[config.mk]
export PLATFORM = sky130hd
export DESIGN_NAME = ps2_kbd_rx_flat
export DESIGN_NICKNAME = d
export VERILOG_FILES = /design/src/rtl/ps2_kbd_rx_if.sv /design/src/rtl/ps2_kbd_rx.sv /design/src/flat_wrapper.sv
export SDC_FILE = /design/constraint.sdc
export NUM_CORES = 1
export LEC_CHECK = 0
export CORE_MARGIN = 1
export CORE_UTILIZATION = 51
export DETAILED_ROUTE_END_ITERATION = 10
export PLACE_DENSITY = 0.77
export SYNTH_ARGS = -nofsm -noshare
export SYNTH_HDL_FRONTEND = slang
export SYNTH_SLANG_ARGS = --single-unit
[constraint.sdc]
create_clock -name i_clock -period 8.61 [get_ports i_clock]
set_input_delay 0.861 -clock i_clock [delete_from_list [all_inputs] [get_ports i_clock]]
set_output_delay 0.861 -clock i_clock [all_outputs]
set_load 0.02 [all_outputs]
[src/rtl/ps2_kbd_rx_if.sv]
// Event-queue bus between the PS/2 receiver (master) and its consumer (slave).
// The consumer pops with rd_en and clears the sticky overflow flag with clr_ovf.
interface ps2_kbd_rx_if #(
    parameter int FIFO_DEPTH = 8
);
    localparam int CW = $clog2(FIFO_DEPTH) + 1;

    logic          rd_en;
    logic          clr_ovf;
    logic          ev_valid;
    logic [7:0]    ev_code;
    logic          ev_ext;
    logic          ev_break;
    logic [CW-1:0] fifo_count;
    logic          overflow;

    modport master (
        input  rd_en, clr_ovf,
        output ev_valid, ev_code, ev_ext, ev_break, fifo_count, overflow
    );

    modport slave (
        output rd_en, clr_ovf,
        input  ev_valid, ev_code, ev_ext, ev_break, fifo_count, overflow
    );
endinterface

[src/rtl/ps2_kbd_rx.sv]
// PS/2 keyboard receiver with E0/F0 prefix decode into a show-ahead event FIFO; ev_valid rises 1 cycle after the stop-bit edge.
// No backpressure to the keyboard: a full FIFO drops the event and sets overflow. PS2_KBD_RX_MAKE_EN also queues make codes.
module ps2_kbd_rx #(
    parameter int FILTER_LEN  = 8,
    parameter int FIFO_DEPTH  = 8,
    parameter int TIMEOUT_CYC = 20000
) (
    input  logic          i_clock,
    input  logic          i_reset_n,
    input  logic          i_ps2clk,
    input  logic          i_ps2data,
    ps2_kbd_rx_if.master  io_ev,
    output logic          o_err_parity,
    output logic          o_err_frame
);
    localparam int HALF = FILTER_LEN / 2;
    localparam int AW   = $clog2(FIFO_DEPTH);
    localparam int CW   = AW + 1;
    localparam int TW   = $clog2(TIMEOUT_CYC);

    typedef enum logic [1:0] {S_IDLE, S_DATA, S_PARITY, S_STOP} state_t;

    logic                  r_clk_s1, r_clk_s2, r_dat_s1, r_dat_s2;
    logic [FILTER_LEN-1:0] r_filt;
    logic                  w_fall;

    state_t                r_state, w_state_nxt;
    logic [2:0]            r_bitcnt, w_bitcnt_nxt;
    logic [7:0]            r_shift, w_shift_nxt;
    logic                  r_par, w_par_nxt;
    logic [TW-1:0]         r_tcnt, w_tcnt_nxt;
    logic                  r_ext, w_ext_nxt;
    logic                  r_brk, w_brk_nxt;
    logic                  w_push, w_err_par, w_err_frm;

    logic [9:0]            r_mem [FIFO_DEPTH];
    logic [AW-1:0]         r_wptr, r_rptr;
    logic [CW-1:0]         r_count;
    logic                  r_ovf;
    logic                  w_empty, w_full, w_do_push, w_do_pop, w_drop;
    logic [9:0]            w_head;

    // Synchronisers and filter idle high so reset never looks like a falling edge.
    always_ff @(posedge i_clock or negedge i_reset_n) begin
        if (!i_reset_n) begin
            r_clk_s1 <= 1'b1;
            r_clk_s2 <= 1'b1;
            r_dat_s1 <= 1'b1;
            r_dat_s2 <= 1'b1;
            r_filt   <= '1;
        end else begin
            r_clk_s1 <= i_ps2clk;
            r_clk_s2 <= r_clk_s1;
            r_dat_s1 <= i_ps2data;
            r_dat_s2 <= r_dat_s1;
            r_filt   <= {r_filt[FILTER_LEN-2:0], r_clk_s2};
        end
    end

    assign w_fall = (&r_filt[FILTER_LEN-1:HALF]) & ~(|r_filt[HALF-1:0]);

    always_ff @(posedge i_clock or negedge i_reset_n) begin
        if (!i_reset_n) begin
            r_state  <= S_IDLE;
            r_bitcnt <= '0;
            r_shift  <= '0;
            r_par    <= 1'b0;
            r_tcnt   <= '0;
            r_ext    <= 1'b0;
            r_brk    <= 1'b0;
        end else begin
            r_state  <= w_state_nxt;
            r_bitcnt <= w_bitcnt_nxt;
            r_shift  <= w_shift_nxt;
            r_par    <= w_par_nxt;
            r_tcnt   <= w_tcnt_nxt;
            r_ext    <= w_ext_nxt;
            r_brk    <= w_brk_nxt;
        end
    end

    always_comb begin
        w_state_nxt  = r_state;
        w_bitcnt_nxt = r_bitcnt;
        w_shift_nxt  = r_shift;
        w_par_nxt    = r_par;
        w_tcnt_nxt   = r_tcnt;
        w_ext_nxt    = r_ext;
        w_brk_nxt    = r_brk;
        w_push       = 1'b0;
        w_err_par    = 1'b0;
        w_err_frm    = 1'b0;

        if (r_state != S_IDLE) begin
            w_tcnt_nxt = r_tcnt + TW'(1);
        end

        if (w_fall) begin
            w_tcnt_nxt = '0;
            case (r_state)
                S_IDLE: begin
                    if (!r_dat_s2) begin
                        w_state_nxt  = S_DATA;
                        w_bitcnt_nxt = '0;
                    end
                end
                S_DATA: begin
                    w_shift_nxt  = {r_dat_s2, r_shift[7:1]};
                    w_bitcnt_nxt = r_bitcnt + 3'd1;
                    if (r_bitcnt == 3'd7) begin
                        w_state_nxt = S_PARITY;
                    end
                end
                S_PARITY: begin
                    w_par_nxt   = r_dat_s2;
                    w_state_nxt = S_STOP;
                end
                default: begin
                    w_state_nxt = S_IDLE;
                    // A bad stop bit is reported as a framing error even if parity also fails.
                    if (!r_dat_s2) begin
                        w_err_frm = 1'b1;
                        w_ext_nxt = 1'b0;
                        w_brk_nxt = 1'b0;
                    end else if (^{r_shift, r_par} == 1'b0) begin
                        w_err_par = 1'b1;
                        w_ext_nxt = 1'b0;
                        w_brk_nxt = 1'b0;
                    end else if (r_shift == 8'hE0) begin
                        w_ext_nxt = 1'b1;
                    end else if (r_shift == 8'hF0) begin
                        w_brk_nxt = 1'b1;
                    end else begin
`ifdef PS2_KBD_RX_MAKE_EN
                        w_push = 1'b1;
`else
                        w_push = r_brk;
`endif
                        w_ext_nxt = 1'b0;
                        w_brk_nxt = 1'b0;
                    end
                end
            endcase
        end else if (r_state != S_IDLE && r_tcnt == TW'(TIMEOUT_CYC - 1)) begin
            w_state_nxt = S_IDLE;
            w_tcnt_nxt  = '0;
            w_err_frm   = 1'b1;
            w_ext_nxt   = 1'b0;
            w_brk_nxt   = 1'b0;
        end
    end

    assign o_err_parity = w_err_par;
    assign o_err_frame  = w_err_frm;

    // A pop in the same cycle frees the slot, so a push into a full queue is not a drop.
    assign w_empty   = (r_count == '0);
    assign w_full    = (r_count == CW'(FIFO_DEPTH));
    assign w_do_pop  = io_ev.rd_en & ~w_empty;
    assign w_do_push = w_push & (~w_full | w_do_pop);
    assign w_drop    = w_push & w_full & ~w_do_pop;

    always_ff @(posedge i_clock) begin
        if (w_do_push) begin
            r_mem[r_wptr] <= {r_ext, r_brk, r_shift};
        end
    end

    always_ff @(posedge i_clock or negedge i_reset_n) begin
        if (!i_reset_n) begin
            r_wptr  <= '0;
            r_rptr  <= '0;
            r_count <= '0;
            r_ovf   <= 1'b0;
        end else begin
            if (w_do_push) begin
                r_wptr <= r_wptr + AW'(1);
            end
            if (w_do_pop) begin
                r_rptr <= r_rptr + AW'(1);
            end
            case ({w_do_push, w_do_pop})
                2'b10:   r_count <= r_count + CW'(1);
                2'b01:   r_count <= r_count - CW'(1);
                default: r_count <= r_count;
            endcase
            if (w_drop) begin
                r_ovf <= 1'b1;
            end else if (io_ev.clr_ovf) begin
                r_ovf <= 1'b0;
            end
        end
    end

    assign w_head           = r_mem[r_rptr];
    assign io_ev.ev_valid   = ~w_empty;
    assign io_ev.ev_code    = w_empty ? 8'h00 : w_head[7:0];
    assign io_ev.ev_break   = w_empty ? 1'b0  : w_head[8];
    assign io_ev.ev_ext     = w_empty ? 1'b0  : w_head[9];
    assign io_ev.fifo_count = r_count;
    assign io_ev.overflow   = r_ovf;
endmodule

[src/flat_wrapper.sv]
// flat-port wrapper written by rule: the top's interface ports become plain ports
module ps2_kbd_rx_flat 
#(
    parameter int FILTER_LEN  = 8,
    parameter int FIFO_DEPTH  = 8,
    parameter int TIMEOUT_CYC = 20000
)
  (i_clock, i_reset_n, i_ps2clk, i_ps2data, o_err_parity, o_err_frame, io_ev_rd_en, io_ev_clr_ovf, io_ev_ev_valid, io_ev_ev_code, io_ev_ev_ext, io_ev_ev_break, io_ev_fifo_count, io_ev_overflow);
  ps2_kbd_rx_if #(.FIFO_DEPTH(FIFO_DEPTH)) io_ev_i ();
  input  logic i_clock;
  input  logic i_reset_n;
  input  logic i_ps2clk;
  input  logic i_ps2data;
  output logic o_err_parity;
  output logic o_err_frame;
  input wire logic [$bits(io_ev_i.rd_en)-1:0] io_ev_rd_en;
  input wire logic [$bits(io_ev_i.clr_ovf)-1:0] io_ev_clr_ovf;
  output wire logic [$bits(io_ev_i.ev_valid)-1:0] io_ev_ev_valid;
  output wire logic [$bits(io_ev_i.ev_code)-1:0] io_ev_ev_code;
  output wire logic [$bits(io_ev_i.ev_ext)-1:0] io_ev_ev_ext;
  output wire logic [$bits(io_ev_i.ev_break)-1:0] io_ev_ev_break;
  output wire logic [$bits(io_ev_i.fifo_count)-1:0] io_ev_fifo_count;
  output wire logic [$bits(io_ev_i.overflow)-1:0] io_ev_overflow;
  assign io_ev_i.rd_en = io_ev_rd_en;
  assign io_ev_i.clr_ovf = io_ev_clr_ovf;
  assign io_ev_ev_valid = io_ev_i.ev_valid;
  assign io_ev_ev_code = io_ev_i.ev_code;
  assign io_ev_ev_ext = io_ev_i.ev_ext;
  assign io_ev_ev_break = io_ev_i.ev_break;
  assign io_ev_fifo_count = io_ev_i.fifo_count;
  assign io_ev_overflow = io_ev_i.overflow;
  ps2_kbd_rx #(.FILTER_LEN(FILTER_LEN), .FIFO_DEPTH(FIFO_DEPTH), .TIMEOUT_CYC(TIMEOUT_CYC)) u_core (.i_clock(i_clock), .i_reset_n(i_reset_n), .i_ps2clk(i_ps2clk), .i_ps2data(i_ps2data), .io_ev(io_ev_i), .o_err_parity(o_err_parity), .o_err_frame(o_err_frame));
endmodule
# [Word level (Yosys, flattened, before mapping)]
# Memory sizes are Yosys's and may differ from the RTL's.
# Index checks and enable logic that the tools add are counted.
# Widths: inputs -> output; s select.
[classes] n_addsub=6 eq_ne=15 n_mux=45 bitwise=10 n_reduce_logical=19
[ops] cell="$mux 15" n=3
[ops] cell="$mux 1" n=33
[ops] cell="$eq 8x8->1 const B" n=2
[ops] cell="$add 15x1->15 const B" n=1
[ops] cell="$eq 15x15->1 const B" n=1
[ops] cell="$reduce_and 3->1" n=4
[ops] cell="$reduce_bool 2->1" n=5
[ops] cell="$add 3x1->3 const B" n=3
[ops] cell="$reduce_xor 9->1" n=1
[ops] cell="$mux 2" n=4
[ops] cell="$mux 8" n=1
[ops] cell="$pmux 4 s2" n=1
[ops] cell="$ne 3x3->1 const B" n=2
[ops] cell="$pmux 2 s3" n=1
[ops] cell="$pmux 3 s2" n=1
[ops] cell="$and 1x1->1" n=5
[ops] cell="$ne 5x5->1 const B" n=1
[ops] cell="$add 4x1->4 const B" n=1
[ops] cell="$eq 2x1->1 const B" n=2
[ops] cell="$eq 2x2->1 const B" n=2
[ops] cell="$eq 4x4->1 const B" n=1
[ops] cell="$logic_not 4->1" n=1
[ops] cell="$ne 2x2->1 const B" n=2
[ops] cell="$ne 4x4->1 const B" n=1
[ops] cell="other kinds (12)" n=16
[word_totals] regBits=54 ram_bits=80 in_bits=6 output_inout_bits=18 elab_cells=112 memories=1
[mem_list] name="u_core.r_mem" words=8 width=10 read_ports=1 rd_ports_with_merged_regs=0 wr=1 line="ps2_kbd_rx.sv:36" source="logic [9:0] r_mem [FIFO_DEPTH];"

# [Depth between registers and ports, before layout]
[depth] ltp_word=10 depth_mapped=12 ltp_nobuf=11

# [Worst setup path before layout]
# OpenSTA, ideal clock, no wires.
[synth_path] path_type="reg-to-reg" from="register u_core.r_shift[1]" to="memory u_core.r_mem[0][0] (enable)" setup_ns=0.404 t_arrival_ns=2.484 t_required_ns=8.206 setup_slack_ns=5.722 path_stages_with_launch=6 n_path_buf=0 period_less_slack_ns=2.888 cell_sequence="dfrtp_1 -> xnor2_1 -> xnor3_2 -> xnor2_4 -> nand3_4 -> nor4_1"
[synth_via] elab_chain_len=10 word_cells_on_any_way=12 cone_classes="eq/ne (2); mux (8); bitwise (1); reduce/logical (1)"
[synth_lines] element="start: declaration" line="ps2_kbd_rx.sv:29" source="logic [7:0] r_shift, w_shift_nxt;"
[synth_lines] element="start signal: assignment" line="ps2_kbd_rx.sv:74" source="r_shift <= w_shift_nxt;"
[synth_lines] element="$eq 8x8->1" line="ps2_kbd_rx.sv:131" source="end else if (r_shift == 8'hF0) begin"
[synth_lines] element="$mux 1" line="ps2_kbd_rx.sv:131"
[synth_lines] element="$mux 1" line="ps2_kbd_rx.sv:129" source="end else if (r_shift == 8'hE0) begin"
[synth_lines] element="$mux 1 (*)" line="ps2_kbd_rx.sv:125" source="end else if (^{r_shift, r_par} == 1'b0) begin"
[synth_lines] element="$mux 1 (*)" line="ps2_kbd_rx.sv:121" source="if (!r_dat_s2) begin"
[synth_lines] element="$mux 1 (*)" line="ps2_kbd_rx.sv:100" source="case (r_state)"
[synth_lines] element="$mux 1 (*)" line="ps2_kbd_rx.sv:98" source="if (w_fall) begin"
[synth_lines] element="$and 1x1->1 (*)" line="ps2_kbd_rx.sv:160" source="assign w_do_push = w_push & (~w_full | w_do_pop);"
[synth_lines] element="$mux 1 (*)" line="ps2_kbd_rx.sv:164" source="if (w_do_push) begin"
[synth_lines] element="$mux 1 (implied by the code) (*)" line="ps2_kbd_rx.sv:165" source="r_mem[r_wptr] <= {r_ext, r_brk, r_shift};"
[synth_lines] element="end: declaration" line="ps2_kbd_rx.sv:36"
# Mark *: on every way between the ends. The rest lies on a longest branch, timed or not.

# [Worst setup path in the final report]
[layout_path] from="register u_core.r_state[0]" to="output port o_err_frame"
[layout_via] elab_chain_len=4 word_cells_on_any_way=9 cone_classes="eq/ne (2); mux (3); reduce/logical (4)"
[layout_lines] element="start: declaration" line="ps2_kbd_rx.sv:27" source="state_t r_state, w_state_nxt;"
[layout_lines] element="start signal: assignment" line="ps2_kbd_rx.sv:72" source="r_state <= w_state_nxt;"
[layout_lines] element="$eq 2x1->1, or another cell as far along" line="ps2_kbd_rx.sv:100"
[layout_lines] element="$reduce_or 3->1 (no source line) / $logic_and 1x1->1 (equally long branches)"
[layout_lines] element="$mux 1 (on tied branches)" line="ps2_kbd_rx.sv:100, ps2_kbd_rx.sv:144"
[layout_lines] element="$mux 1 (*)" line="ps2_kbd_rx.sv:98"
[layout_lines] element="end: declaration" line="flat_wrapper.sv:15" source="output logic o_err_frame;"
# Marks and branches as above.

==> flow_metrics.py <==
metrics = {
    "run_status": {
        "status": "finished clean",
    },
    "timing": {
        "period_share_pct": 45.96,
        "maxSlewViolCount": 0,
        "setup_violations": 0,
        "hold_viol": 0,
        "finalSetupTns_ns": 0,
        "final.setup_skew_ns": 0.01169,
        "final_critical_path_setup_slack_ns": 4.653,
        "slew_headroom_pct": 22.62,
        "grt_setup_unrepaired": "no",
        "tightestPinTransition_ns": 1.156,
        "period_needed_ns": 3.957,
        "hold_ws_ns": 0.3557,
        "max_clock_freq_mhz": 252.7,
    },
    "flow_run": {
        "cap_viol_max_count": 0,
    },
    "global_route": {
        "grt_antenna_before_repair": 0,
        "aggregate_global_routing_overflow": 0,
        "pin_count_of_the_biggest_net_entering_global_routing": 55,
        "grt_pass1_vias": 3398,
        "grt_pass1_wl_um": 17330,
        "global_route.usage.total_pct": 20.75,
    },
    "cts": {
        "clkTransAtPathRegs_ns": 0.06,
        "h-tree-depth": 4,
        "tritoncts.num_buffers": 17,
        "cts.root.buffer_cell": "sky130_fd_sc_hd__clkbuf_16",
        "hold_buffers": 0,
        "gates_resized_cts_repair": 0,
        "worst_skew_pair_latency_ns": 0.43,
        "cts.sink_count": 134,
        "post-cts-setup-buffer-count": 0,
        "max-clock-path-buffers": 2,
        "tritoncts": "done",
    },
    "routing": {
        "detailedRoute.firstPassIterationCount": 4,
        "detailedRoute.firstIterationViolations": 173,
        "via_count": 3265,
        "post-route-drc-count": 0,
        "drt.antenna.violating_nets": 0,
        "detail_route.vias_per_cell": 5.799,
        "drt-total-wl_um": 10740,
        "route.detailed.wl_per_inst_um": 19.07,
    },
    "logic_synthesis": {
        "netlist.top_cell.by_area": "sky130_fd_sc_hd__edfxtp_1",
        "synth-async-reset-ratio_pct": 40.30,
        "ys_seq_elements": 134,
        "synth_enable_flop_cells": 80,
        "post_synth.cell_area_avg_um2": 15.37,
        "synth.yosys.warnings": 0,
        "synthCells": 375,
        "unique_masters_post_synth": 51,
        "postSynth.topFlopCell": "sky130_fd_sc_hd__edfxtp_1",
        "share_of_the_yosys_chip_area_belonging_to_registers_pct": 65.39,
        "syn_area_mm2": 0.005763,
        "share_of_yosys_cell_area_claimed_by_the_top_area_cell_type_pct": 41.68,
        "synth.net_count": 393,
        "ys_top_cells_by_area": "sky130_fd_sc_hd__edfxtp_1 (42%), sky130_fd_sc_hd__dfrtp_1 (18%), sky130_fd_sc_hd__mux4_2 (7.8%)",
    },
    "floorplanning": {
        "top_level_i_o_count": 24,
        "fp.coreArea_mm2": 0.01094,
        "floorplan.initialDensity_pct": 52.70,
        "die_footprint_mm2": 0.01173,
        "die_w_um": 108.3,
        "placementRows": 38,
        "floorplan.die.height_um": 108.3,
    },
    "finish": {
        "register_area_mm2": 0.003769,
        "final_util_pct": 61.99,
        "post_route_cells_drive_above_1_share_pct": 21.99,
        "diodes": 0,
        "multi_input_comb_area_mm2": 0.001948,
        "flow.area_growth_from_synthesis_pct": 17.63,
        "postLayoutCellArea_mm2": 0.006779,
        "layout.filler_cells": 802,
        "layout.nets": 428,
    },
    "setup_path": {
        "path_class": "register to output port",
        "critical_path.startpoint": "u_core.r_state[0]$_DFFE_PN0P_",
        "worstPathMaxFanout": 18,
        "rrSetupSlack_ns": 5.50,
        "worst_r2r_endpoint": "u_core.r_mem[5][0]$_DFFE_PP_",
        "rr_worst_depth": 5,
        "category_of_the_worst_setup_path_launch_point": "register",
        "crit_required_ns": 7.75,
        "r2r-start": "u_core.r_shift[4]$_DFFE_PN0P_",
        "endpoint": "o_err_frame",
        "cp_data_arrival_time_ns": 3.10,
        "setup.worst_path.end_class": "output port",
    },
    "pwr": {
        "vdd_drop_max_v": 0.0001303,
        "power.density_cell_area_mw_per_mm2": 251.6,
        "power_leakage_nw": 2.612,
    },
    "placement": {
        "place.gp.congestion": 0.8146,
        "place.detailed.hpwl_um": 6618,
        "i_o_buffers": 23,
        "placement.setup.worst_slack_ns": 5.093,
        "post_dp_cell_area_mm2": 0.006177,
    },
    "hold_path": {
        "holdCritStartpoint": "u_core.r_clk_s1$_DFF_PN1_",
        "min_path_type": "register to register",
    },
}
## registers in the layout, summed over array words and instances, names as in the netlist, 2 cells and up
signal / count
u_core.r_shift: 8
u_core.r_rptr: 3
u_core.r_bitcnt: 3
u_core.r_wptr: 3
u_core.io_ev.fifo_count: 4
u_core.r_state: 2
u_core.r_mem: 80
u_core.r_tcnt: 15
u_core.r_filt: 8
## where the power goes
| part | leakage [nW] | internal [mW] | switching (mW) | total (mW) |
|---|---|---|---|---|
| clock network | 0.289 | 0.392 | 0.323 | 0.716 |
| registers | 1.51 | 0.703 | 0.0796 | 0.783 |
| logic | 0.813 | 0.118 | 0.0892 | 0.207 |
## layout make-up
cell class	instances	share of cell area (%)
clock inverters	15	2.602
flip-flops and latches	134	55.59
repair buffers	27	3.765
inverters	8	0.4430
well taps	140	2.584
multi-input cells	222	28.74
clock buffers	17	6.275
## layout by cell type, fill, tap and decap left out, types with 5 or more instances in the layout
master                            instances
sky130_fd_sc_hd__a21oi_1                  7
sky130_fd_sc_hd__clkbuf_16               17
sky130_fd_sc_hd__clkdlybuf4s50_1         22
sky130_fd_sc_hd__dfrtp_1                 42
sky130_fd_sc_hd__dfstp_2                 12
sky130_fd_sc_hd__edfxtp_1                80
sky130_fd_sc_hd__ha_1                    12
sky130_fd_sc_hd__inv_1                    8
sky130_fd_sc_hd__inv_8                    7
sky130_fd_sc_hd__mux2_2                   9
sky130_fd_sc_hd__mux2i_1                 11
sky130_fd_sc_hd__mux4_2                  20
sky130_fd_sc_hd__nand2_1                 15
sky130_fd_sc_hd__nand3_1                  7
sky130_fd_sc_hd__nand4_1                  8
sky130_fd_sc_hd__nor2_1                  31
sky130_fd_sc_hd__nor3_1                   6
sky130_fd_sc_hd__nor4_1                   5
sky130_fd_sc_hd__o21ai_0                  9
sky130_fd_sc_hd__xnor2_1                 14
sky130_fd_sc_hd__xor2_1                   9
## metrics by stage
stage          instances  total power [mW]
2_1_floorplan        375            0.9267
3_3_place_gp         531             1.002
3_5_place_dp         531             1.010
4_1_cts              563             1.725
5_1_grt              563             1.774
6_report             563             1.705
## worst min path at each step
stage / end / cells after the start / slack, ns
3_5_place_dp: u_core.r_dat_s2$_DFF_PN1_ / 0 / 0.35
5_1_grt: u_core.r_clk_s2$_DFF_PN1_ / 0 / 0.36
4_1_cts: u_core.r_dat_s2$_DFF_PN1_ / 0 / 0.36
6_report: u_core.r_clk_s2$_DFF_PN1_ / 0 / 0.36
3_3_place_gp: u_core.r_dat_s2$_DFF_PN1_ / 0 / 0.35
2_1_floorplan: u_core.r_clk_s2$_DFF_PN1_ / 0 / 0.35
## cell families after synthesis
logic type                 count (synthesis)  synth area share (%)
DFF                                      134                 65.39
and+or+nand+nor                          108                 10.10
muxes                                     42                 11.94
AOI/OAI and AO/OA                         34                 3.930
xor gates and xnor gates                  26                 4.668
buffers and inverters                     19                 1.368
adders and majority gates                 12                 2.605
## critical path: stages (launching register included)
cell	delay, ns
sky130_fd_sc_hd__dfrtp_1	0.39
sky130_fd_sc_hd__inv_1	0.08
sky130_fd_sc_hd__ha_1	0.33
sky130_fd_sc_hd__inv_1	0.20
sky130_fd_sc_hd__nand4_1	0.17
sky130_fd_sc_hd__o21ai_2	0.62
sky130_fd_sc_hd__a21boi_0	0.25
sky130_fd_sc_hd__clkdlybuf4s50_1	0.63
## Yosys cell counts (4+ instances only)
library cell and count:
sky130_fd_sc_hd__a21oi_1 7, sky130_fd_sc_hd__nor4_1 7, sky130_fd_sc_hd__o21ai_0 9, sky130_fd_sc_hd__ha_1 12, sky130_fd_sc_hd__mux2i_1 11, sky130_fd_sc_hd__xor2_1 9
sky130_fd_sc_hd__inv_1 8, sky130_fd_sc_hd__nor2_1 31, sky130_fd_sc_hd__nand2b_1 4, sky130_fd_sc_hd__o31ai_1 4, sky130_fd_sc_hd__mux4_2 20, sky130_fd_sc_hd__and3_1 4
sky130_fd_sc_hd__dfstp_2 12, sky130_fd_sc_hd__mux2_2 9, sky130_fd_sc_hd__xnor2_1 14, sky130_fd_sc_hd__nor2b_1 4, sky130_fd_sc_hd__edfxtp_1 80, sky130_fd_sc_hd__nand2_1 15
sky130_fd_sc_hd__nand4_1 8, sky130_fd_sc_hd__dfrtp_1 42, sky130_fd_sc_hd__clkbuf_1 7, sky130_fd_sc_hd__nand3_1 7, sky130_fd_sc_hd__nor3_1 10
## routing by layer
layer	routed length [um]	GRT usage, %
met1	4355	24.33
met2	5693	35.85
met3	547	5.907
met4	141	8.591
met5	0	0
(Power assumes the default switching activity.)
